### src/rtl/pwm_peripheral.sv
// 16-pin PWM/static output block driven by SPI-domain config registers.
// Optional feature macro: PWM_SHADOW_EN (duty held in a period-aligned shadow register).
module pwm_peripheral #(
  parameter int CLK_DIV = 13,
  parameter int DIV_W   = 4
) (
  input  logic        clk,
  input  logic        rst,
  input  logic [7:0]  en_reg_out_7_0,
  input  logic [7:0]  en_reg_out_15_8,
  input  logic [7:0]  en_reg_pwm_7_0,
  input  logic [7:0]  en_reg_pwm_15_8,
  input  logic [7:0]  pwm_duty_cycle,
  output logic [15:0] out
);

  localparam logic [DIV_W-1:0] PRE_LAST = DIV_W'(CLK_DIV - 1);

  logic [39:0]      bus_s;
  logic [39:0]      sync1_r;
  logic [39:0]      sync2_r;
  logic [39:0]      cfg_r;
  logic [39:0]      cfg_next_s;
  logic [DIV_W-1:0] pre_r;
  logic [7:0]       cnt_r;
  logic             tick_s;
  logic             wrap_s;
  logic [7:0]       duty_act_s;
  logic             pwm_sig_s;
  logic [15:0]      en_out_s;
  logic [15:0]      en_pwm_s;
  logic [15:0]      out_next_s;
  logic [15:0]      out_r;

  // Output enable dominates; PWM mode selects the shared waveform over static high.
  function automatic logic pin_drive(input logic en_o, input logic en_p, input logic pwm);
    logic drv;
    if (en_o) begin
      drv = en_p ? pwm : 1'b1;
    end else begin
      drv = 1'b0;
    end
    return drv;
  endfunction

  assign bus_s    = {en_reg_out_15_8, en_reg_out_7_0, en_reg_pwm_15_8, en_reg_pwm_7_0, pwm_duty_cycle};
  assign en_out_s = cfg_r[39:24];
  assign en_pwm_s = cfg_r[23:8];
  assign tick_s   = (pre_r == PRE_LAST);
  assign wrap_s   = tick_s && (cnt_r == 8'hFF);

  // Stability filter: accept the resynchronised bus only after two equal samples.
  always_comb begin
    cfg_next_s = cfg_r;
    if (sync1_r == sync2_r) begin
      cfg_next_s = sync2_r;
    end else begin
      cfg_next_s = cfg_r;
    end
  end

  // Two-flop resynchroniser and filtered config register.
  always_ff @(posedge clk) begin
    if (rst) begin
      sync1_r <= 40'h00_0000_0000;
      sync2_r <= 40'h00_0000_0000;
      cfg_r   <= 40'h00_0000_0000;
    end else begin
      sync1_r <= bus_s;
      sync2_r <= sync1_r;
      cfg_r   <= cfg_next_s;
    end
  end

  // Prescaler producing one tick every CLK_DIV clocks.
  always_ff @(posedge clk) begin
    if (rst) begin
      pre_r <= '0;
    end else if (tick_s) begin
      pre_r <= '0;
    end else begin
      pre_r <= pre_r + DIV_W'(1);
    end
  end

  // 256-tick period counter; wraps naturally from 255 to 0.
  always_ff @(posedge clk) begin
    if (rst) begin
      cnt_r <= 8'h00;
    end else if (tick_s) begin
      cnt_r <= cnt_r + 8'h01;
    end else begin
      cnt_r <= cnt_r;
    end
  end

`ifdef PWM_SHADOW_EN
  logic [7:0] duty_sh_r;

  // Shadow duty loads at wrap from the incoming config so a coincident update lands on cnt=0.
  always_ff @(posedge clk) begin
    if (rst) begin
      duty_sh_r <= 8'h00;
    end else if (wrap_s) begin
      duty_sh_r <= cfg_next_s[7:0];
    end else begin
      duty_sh_r <= duty_sh_r;
    end
  end

  assign duty_act_s = duty_sh_r;
`else
  logic unused_wrap_s;

  assign unused_wrap_s = wrap_s;
  assign duty_act_s    = cfg_r[7:0];
`endif

  // Duty compare; 0xFF is forced high so full duty never drops a tick.
  always_comb begin
    pwm_sig_s = 1'b0;
    if (duty_act_s == 8'hFF) begin
      pwm_sig_s = 1'b1;
    end else begin
      pwm_sig_s = (cnt_r < duty_act_s);
    end
  end

  // Per-pin drive selection.
  always_comb begin
    out_next_s = 16'h0000;
    for (int i = 0; i < 16; i++) begin
      out_next_s[i] = pin_drive(en_out_s[i], en_pwm_s[i], pwm_sig_s);
    end
  end

  // Registered pin outputs.
  always_ff @(posedge clk) begin
    if (rst) begin
      out_r <= 16'h0000;
    end else begin
      out_r <= out_next_s;
    end
  end

  assign out = out_r;

endmodule

### config.mk
export PLATFORM = sky130hd
export DESIGN_NAME = pwm_peripheral
export DESIGN_NICKNAME = d
export VERILOG_FILES = /design/src/rtl/pwm_peripheral.sv
export SDC_FILE = /design/constraint.sdc
export NUM_CORES = 1
export LEC_CHECK = 0
export ABC_AREA = 1
export CAP_MARGIN = 20
export CELL_PAD_IN_SITES_DETAIL_PLACEMENT = 1
export CELL_PAD_IN_SITES_GLOBAL_PLACEMENT = 2
export CORE_ASPECT_RATIO = 1.5
export CORE_UTILIZATION = 35
export CTS_CLUSTER_SIZE = 30
export DETAILED_ROUTE_END_ITERATION = 6
export PLACE_DENSITY_LB_ADDON = 0.1
export SLEW_MARGIN = 20
export SYNTH_ARGS = -nofsm -noshare
export SYNTH_HDL_FRONTEND = slang
export SYNTH_SLANG_ARGS = --single-unit
### constraint.sdc
create_clock -name clk -period 2.95 [get_ports clk]
set_input_delay 0.885 -clock clk [delete_from_list [all_inputs] [get_ports clk]]
set_output_delay 0.885 -clock clk [all_outputs]
set_load 0.05 [all_outputs]
==> out/metrics.cfg, run 1 <==
[sta]
slew-limit-headroom_pct=42.60
fin_crit_sh_pct=81.40
fin_crit_ns=2.401
tightest_slew_ns=0.8611
skew_ns=0.006626
rsz0062_at_grt=no
timing.fmax_mhz=416.4
slew_viol_final=0
final_hold_viol_count=0
finalSetupViolations=0
finalSetupTns_ns=0

[power_and_ir_drop]
p_seq_share_pct=47.4
power.share.switching_pct=22.56
p_int_w=0.003410
power_frac_clock_pct=46.7
powerDensity_nw_per_um2=618.6
peakVddDrop_v=0.0003292
switchingPower_w=0.0009934
comb_power_share_pct=5.9
leakage_nw=3.269

[floorplanning]
dieArea_um2=17220
core_area_um2=16260
dieWidth_um=107.5
row_count=57
die_h_um=160.2
ios=58
initial_core_util_pct=35.92

[final_layout]
nets=913
diodes=0
final_cell_area_um2=7118
fillerInstances=2062
syn2layout_area_growth_pct=21.87
multi_input_area_um2=2103
drive_gt1_share_pct=5.835
ff_latch_area_um2=2963

[worst_setup_path]
critPathSlowestCell=clkdlybuf4s50_1
crit_fanout=1
path_class=register to output pin
slowest_delay_ns=0.79
end_kind=output pin
worstPathArrival_ns=1.52
cp_cell_sequence=clkdlybuf4s50_1
cp_top_family=buffers and inverters
worstPathRequired_ns=2.07
crit_path_start_kind=register
crit_buf_inv=1

[route]
vias_per_cell=4.389
wirelength_um=13210
ant_nets=0
drcViolationCount=0
drtPass1Iterations=5
drtIter0Drc=111
wl_per_cell_um=12.23
via_count=4740

[clocking]
ctsResizeCount=0
cts_setup_buffers=0
root_buffer=clkbuf_16
insertion_delay_ns=0.41
cts.htree.levels=4
hold_buffers=0
cts.reportedPaths.clkPinSlew_ns=0.06
clock-sinks=148
tritoncts=yes
cts_buffer_depth=2
numCtsBuffers=17

[logic_synthesis]
synthTopCellsByArea=dfxtp_1 (51%), nor2_1 (12%), inv_1 (9.8%)
synth.net_count=860
synth_top_cell_by_area=dfxtp_1
syn_area_per_cell_um2=7.228
synth_warnings=0
netlist_instances=808
synth.cell_area_um2=5841
ys_ff_latch=148
ys_seq_area_share_pct=50.73
netlist.area_leader.share_pct=50.73
ys_types=28

[placed_design]
port_buffers=57
dpl-instance-area_um2=6551
gp_congestion=0.7646
dp_hpwl_um=9835

[run]
maxCapViolations=0

[grt]
grt_pass1_wl_um=22600
grt_pass1_vias=4982
overflow=0
antenna_found_initial=0
track_usage_pct=16.93
grt_max_degree=86

[outcome]
status=complete, no violations

[min_path]
hold_path_class=register to register

[state kept, by name, indices dropped and copies added, names as in the netlist]
signal   cells
cfg_r       40
pre_r        4
out         16
sync1_r     40
cnt_r        8
sync2_r     40
[stage by stage]
stage	hold slack (ns)	total power (W)	worst slack, ns	utilization [%]	std cells
2_1_floorplan	0.4131	0.002283	1.154	-	808
3_3_place_gp	0.4212	0.002386	0.9156	40.29	1048
3_5_place_dp	0.4297	0.002399	0.8909	40.29	1048
4_1_cts	0.4380	0.004476	0.5157	43.78	1080
5_1_grt	0.4603	0.004617	0.4850	43.78	1080
6_report	0.4356	0.004403	0.5486	43.78	1080
[cell usage in the layout (no fill, tap or decap), drive strengths merged, types with 3 or more instances in the layout]
cell / count
nor2: 195
inv: 159
nand2: 150
dfxtp: 148
nand3: 79
clkdlybuf4s50: 56
clkbuf: 19
ha: 10
xnor2: 9
a21oi: 8
buf: 8
clkinv: 8
xor2: 5
o21ai: 5
nor3: 3
clkinvlp: 3
[cells in the mapped netlist]
master    instances
o21a_1            1
buf_2             6
inv_1           153
clkbuf_1         11
nand3_2           1
nand4_1           2
and3_1            1
nor2_4            3
o21ai_1           1
xnor2_1           9
buf_1             5
dfxtp_1         148
o21bai_1          1
a21oi_1           8
nand2_1         149
nor2_2            2
nor2_1          190
o21ai_0           4
nor4_1            1
nand2_2           1
nor3_1            3
ha_1             10
nand3_1          78
a211oi_1          1
buf_6             8
clkinv_1          1
xor2_1            5
inv_2             5
[layer usage]
layer / wire length, µm / GRT usage, % / vias up
met3: 306 / 3.551 / 15
li1: - / - / 2483
met5: 0 / 0 / -
met1: 6034 / 19.51 / 2183
met4: 209 / 5.915 / 0
met2: 6662 / 30.41 / 59
[worst register-to-register path, stage by stage (launching register included)]
cell and delay, ns:
dfxtp_1 0.32, inv_1 0.06, ha_1 0.30, a21oi_1 0.16, nor2_1 0.06, a211oi_1 0.17
nand2_1 0.39, nand3_1 0.29, nand3_1 0.09, inv_1 0.07
[power by group through the flow]
| stage | registers, W | logic [W] | clock network, W |
|---|---|---|---|
| global route | 0.00209 | 0.000298 | 0.00223 |
| global placement | 0.00213 | 0.000257 | 0 |
| detailed placement | 0.00213 | 0.000266 | 0 |
| finish | 0.00209 | 0.000259 | 0.00206 |
| floorplan | 0.00212 | 0.000161 | 0 |
| CTS | 0.00209 | 0.000268 | 0.00212 |
[cell type report]
| cell class | instances | area share (%) |
|---|---|---|
| sequential | 148 | 41.62 |
| tap | 206 | 3.621 |
| multi-input combinational | 471 | 29.55 |
| inverter | 159 | 8.385 |
| clock inverter | 13 | 1.881 |
| clock buffer | 19 | 6.082 |
| timing repair buffer | 64 | 8.859 |
[final timing paths]
kind	depth (start not counted)	endpoint	slack (ns)	from
setup reg to reg	9	out[2]$_SDFF_PP0_	0.98	cfg_r[5]$_SDFFE_PP0N_
hold reg to reg	2	sync2_r[31]$_SDFF_PP0_	0.44	sync1_r[31]$_SDFF_PP0_
hold / removal	2	sync2_r[31]$_SDFF_PP0_	0.44	sync1_r[31]$_SDFF_PP0_
setup / recovery	1	out[7]	0.55	out[7]$_SDFF_PP0_
[logic make-up (layout without fill, tap and decap cells)]
logic type,count (synthesis),count (layout),share of synthesized area (%)
AND/OR/NAND/NOR,431,431,30.23
buffers and inverters,189,255,13.30
flip-flops,148,148,50.73
AO/OA/AOI/OAI,16,16,1.500
XOR/XNOR,14,14,2.099
adder cells (fa/ha/maj),10,10,2.142
Note: power is estimated with default switching activity, not from simulation.
==> run 2, diff against run 1 <==
CORE_UTILIZATION = 32   (was 35)
clock period = 2.4 ns   (was 2.95 ns; I/O delays follow)
==> run 2 against run 1 <==
The run now ends with design-rule violations left. Flip-flop and latch count did not move. Worst hold slack improved by 0.0041 ns. Clock-buffer cell count fell by 1. Routed wire length rose by 0.92%. Core utilization fell by 3.5 points. Sequential power rose by 22%. Clock skew rose by 0.0066 ns. Power rose by 26%. Critical endpoint is now out[1]. Highest routed layer unchanged.
==> out/metrics.cfg, run 2 (synthesis gave the netlist of run 1 again) <==
[floorplanning]
dieArea_um2=18810  ; +9.2%
ios=58  ; unchanged
core_area_um2=17870  ; +9.9%
die_h_um=167.5  ; +4.5%
row_count=60  ; +5.3%
dieWidth_um=112.3  ; +4.5%
initial_core_util_pct=32.69  ; -3.2 points

[worst_setup_path]
crit_path_start_kind=register
r2r-end=out[15]$_SDFF_PP0_
critPathSlowestCell=clkdlybuf4s50_1
critPathLaunch=out[1]$_SDFF_PP0_
timing.rr.start=cfg_r[5]$_SDFFE_PP0N_
slowest_delay_ns=0.81  ; +0.02 ns
cp_cell_sequence=clkdlybuf4s50_1
crit_fanout=1  ; unchanged
crit_buf_inv=1  ; unchanged
rrSetupSlack_ns=0.54  ; -0.44 ns
reg2reg_depth=9  ; unchanged
worstPathArrival_ns=1.58  ; +0.06 ns
path_class=register to output pin
cp_top_family=buffers and inverters
end_kind=output pin
worstPathRequired_ns=1.68  ; -0.39 ns

[route]
via_count=4689  ; -1.1%
vias_per_cell=4.302  ; -2.0%
drtPass1Iterations=6  ; +1
wirelength_um=13330  ; +0.92%
ant_nets=0  ; unchanged
wl_per_cell_um=12.23  ; about the same
drtIter0Drc=167  ; +50%
drcViolationCount=4  ; +4

[power_and_ir_drop]
leakage_nw=3.285  ; +0.51%
peakVddDrop_v=0.0003859  ; +17%
powerDensity_nw_per_um2=770.2  ; +25%

[final_layout]
reg_top3=cfg_r x40, sync1_r x40, sync2_r x40
final_cell_area_um2=7188  ; +0.98%
drive_gt1_share_pct=5.956  ; +0.12 points
fillerInstances=2237  ; +8.5%
diodes=0  ; unchanged
nets=912  ; -0.11%
fin_cells=1090  ; +0.93%
syn2layout_area_growth_pct=23.07
mostFrequentLayoutCells=nor2_1 (189), inv_1 (153), nand2_1 (149), dfxtp_1 (148), nand3_1 (78)
ff_latch_area_um2=2963  ; unchanged
final_common_cell=nor2_1
multi_input_area_um2=2103  ; unchanged

[sta]
slew-limit-headroom_pct=63.94  ; +21 points
finalSetupTns_ns=0  ; unchanged
timing.fmax_mhz=435.7
tightest_slew_ns=0.5396  ; -0.3214 ns
fin_crit_ns=2.295
final_hold_viol_count=0  ; unchanged
fin_crit_sh_pct=95.64
skew_ns=0.01321  ; +0.006586 ns
hold_ws_ns=0.4396  ; +0.004069 ns
finalSetupViolations=0  ; unchanged
slew_viol_final=0  ; unchanged
rsz0062_at_grt=no
setup_ws_ns=0.1046  ; -0.4440 ns

[min_path]
hp-start=sync1_r[18]$_SDFF_PP0_
hold_path_class=register to register
hold-path-endpoint=sync2_r[18]$_SDFF_PP0_
hold_depth=2  ; unchanged

[grt]
track_usage_pct=15.82  ; -1.1 points
overflow=0  ; unchanged
grt_pass1_vias=4900  ; -1.6%
grt_pass1_wl_um=23380  ; +3.4%
grt_max_degree=85  ; -1.2%
antenna_found_initial=0  ; unchanged

[outcome]
violations=design-rule violations
status=complete, but fails checks

[placed_design]
port_buffers=57  ; unchanged
dp_hpwl_um=9918  ; +0.85%
dpl-instance-area_um2=6595  ; +0.67%
dp_slack_ns=0.4953  ; -0.3956 ns
post-place-cells=1058  ; +0.95%
gp_congestion=0.7433  ; -2.8%

[clocking]
cts.htree.levels=4  ; unchanged
clock-sinks=148  ; unchanged
cts_setup_buffers=0  ; unchanged
numCtsBuffers=17  ; unchanged
hold_buffers=0  ; unchanged
cts_buffer_depth=2  ; unchanged
insertion_delay_ns=0.43  ; +0.02 ns
root_buffer=clkbuf_16
ctsResizeCount=0  ; unchanged
tritoncts=yes
cts.reportedPaths.clkPinSlew_ns=0.06  ; about the same

[run]
maxCapViolations=0  ; unchanged

-- run 2: per-layer routing --
metal / vias to the layer above / global-route usage, % / part of all wire, % / wire length, µm
met1: 2144 / 18.84 / 46 / 6199
met4: 0 / 6.261 / 1.7 / 222
li1: 2478 / - / - / -
met2: 56 / 27.38 / 49 / 6552
met5: - / 0 / 0 / 0
met3: 11 / 3.619 / 2.7 / 360
-- run 2: power by group --
part	leakage (nW)	switching, W	internal, W
clock network	0.283	0.00108	0.00157
logic	1.79	0.000176	0.000145
registers	1.21	0.0000401	0.00252
-- run 2: final cells by class --
type / instances / share of cell area [%]
flip-flops and latches: 148 / 41.22
repair buffers: 63 / 9.191
well taps: 217 / 3.777
inverters: 159 / 8.303
clock buffers: 18 / 6.110
multi-input cells: 471 / 29.26
clock inverters: 14 / 2.141
-- run 2: per-stage QoR --
step | util, % | total power, W
final | 40.23 | 0.005537
after global routing | 40.23 | 0.005796
after CTS | 40.23 | 0.005636
after detailed placement | 36.91 | 0.002952
after global placement | 36.91 | 0.002940
after floorplan | - | 0.002806
-- run 2: worst max-delay path by stage --
stage	to	slack (ns)	cells past startpoint
finish	out[1]	0.10	1
global route	out[1]	0.06	1
CTS	out[1]	0.06	1
detailed placement	cfg_r[25]$_SDFFE_PP0N_	0.50	11
global placement	cfg_r[5]$_SDFFE_PP0N_	0.53	11
floorplan	sync1_r[0]$_SDFF_PP0_	0.77	4
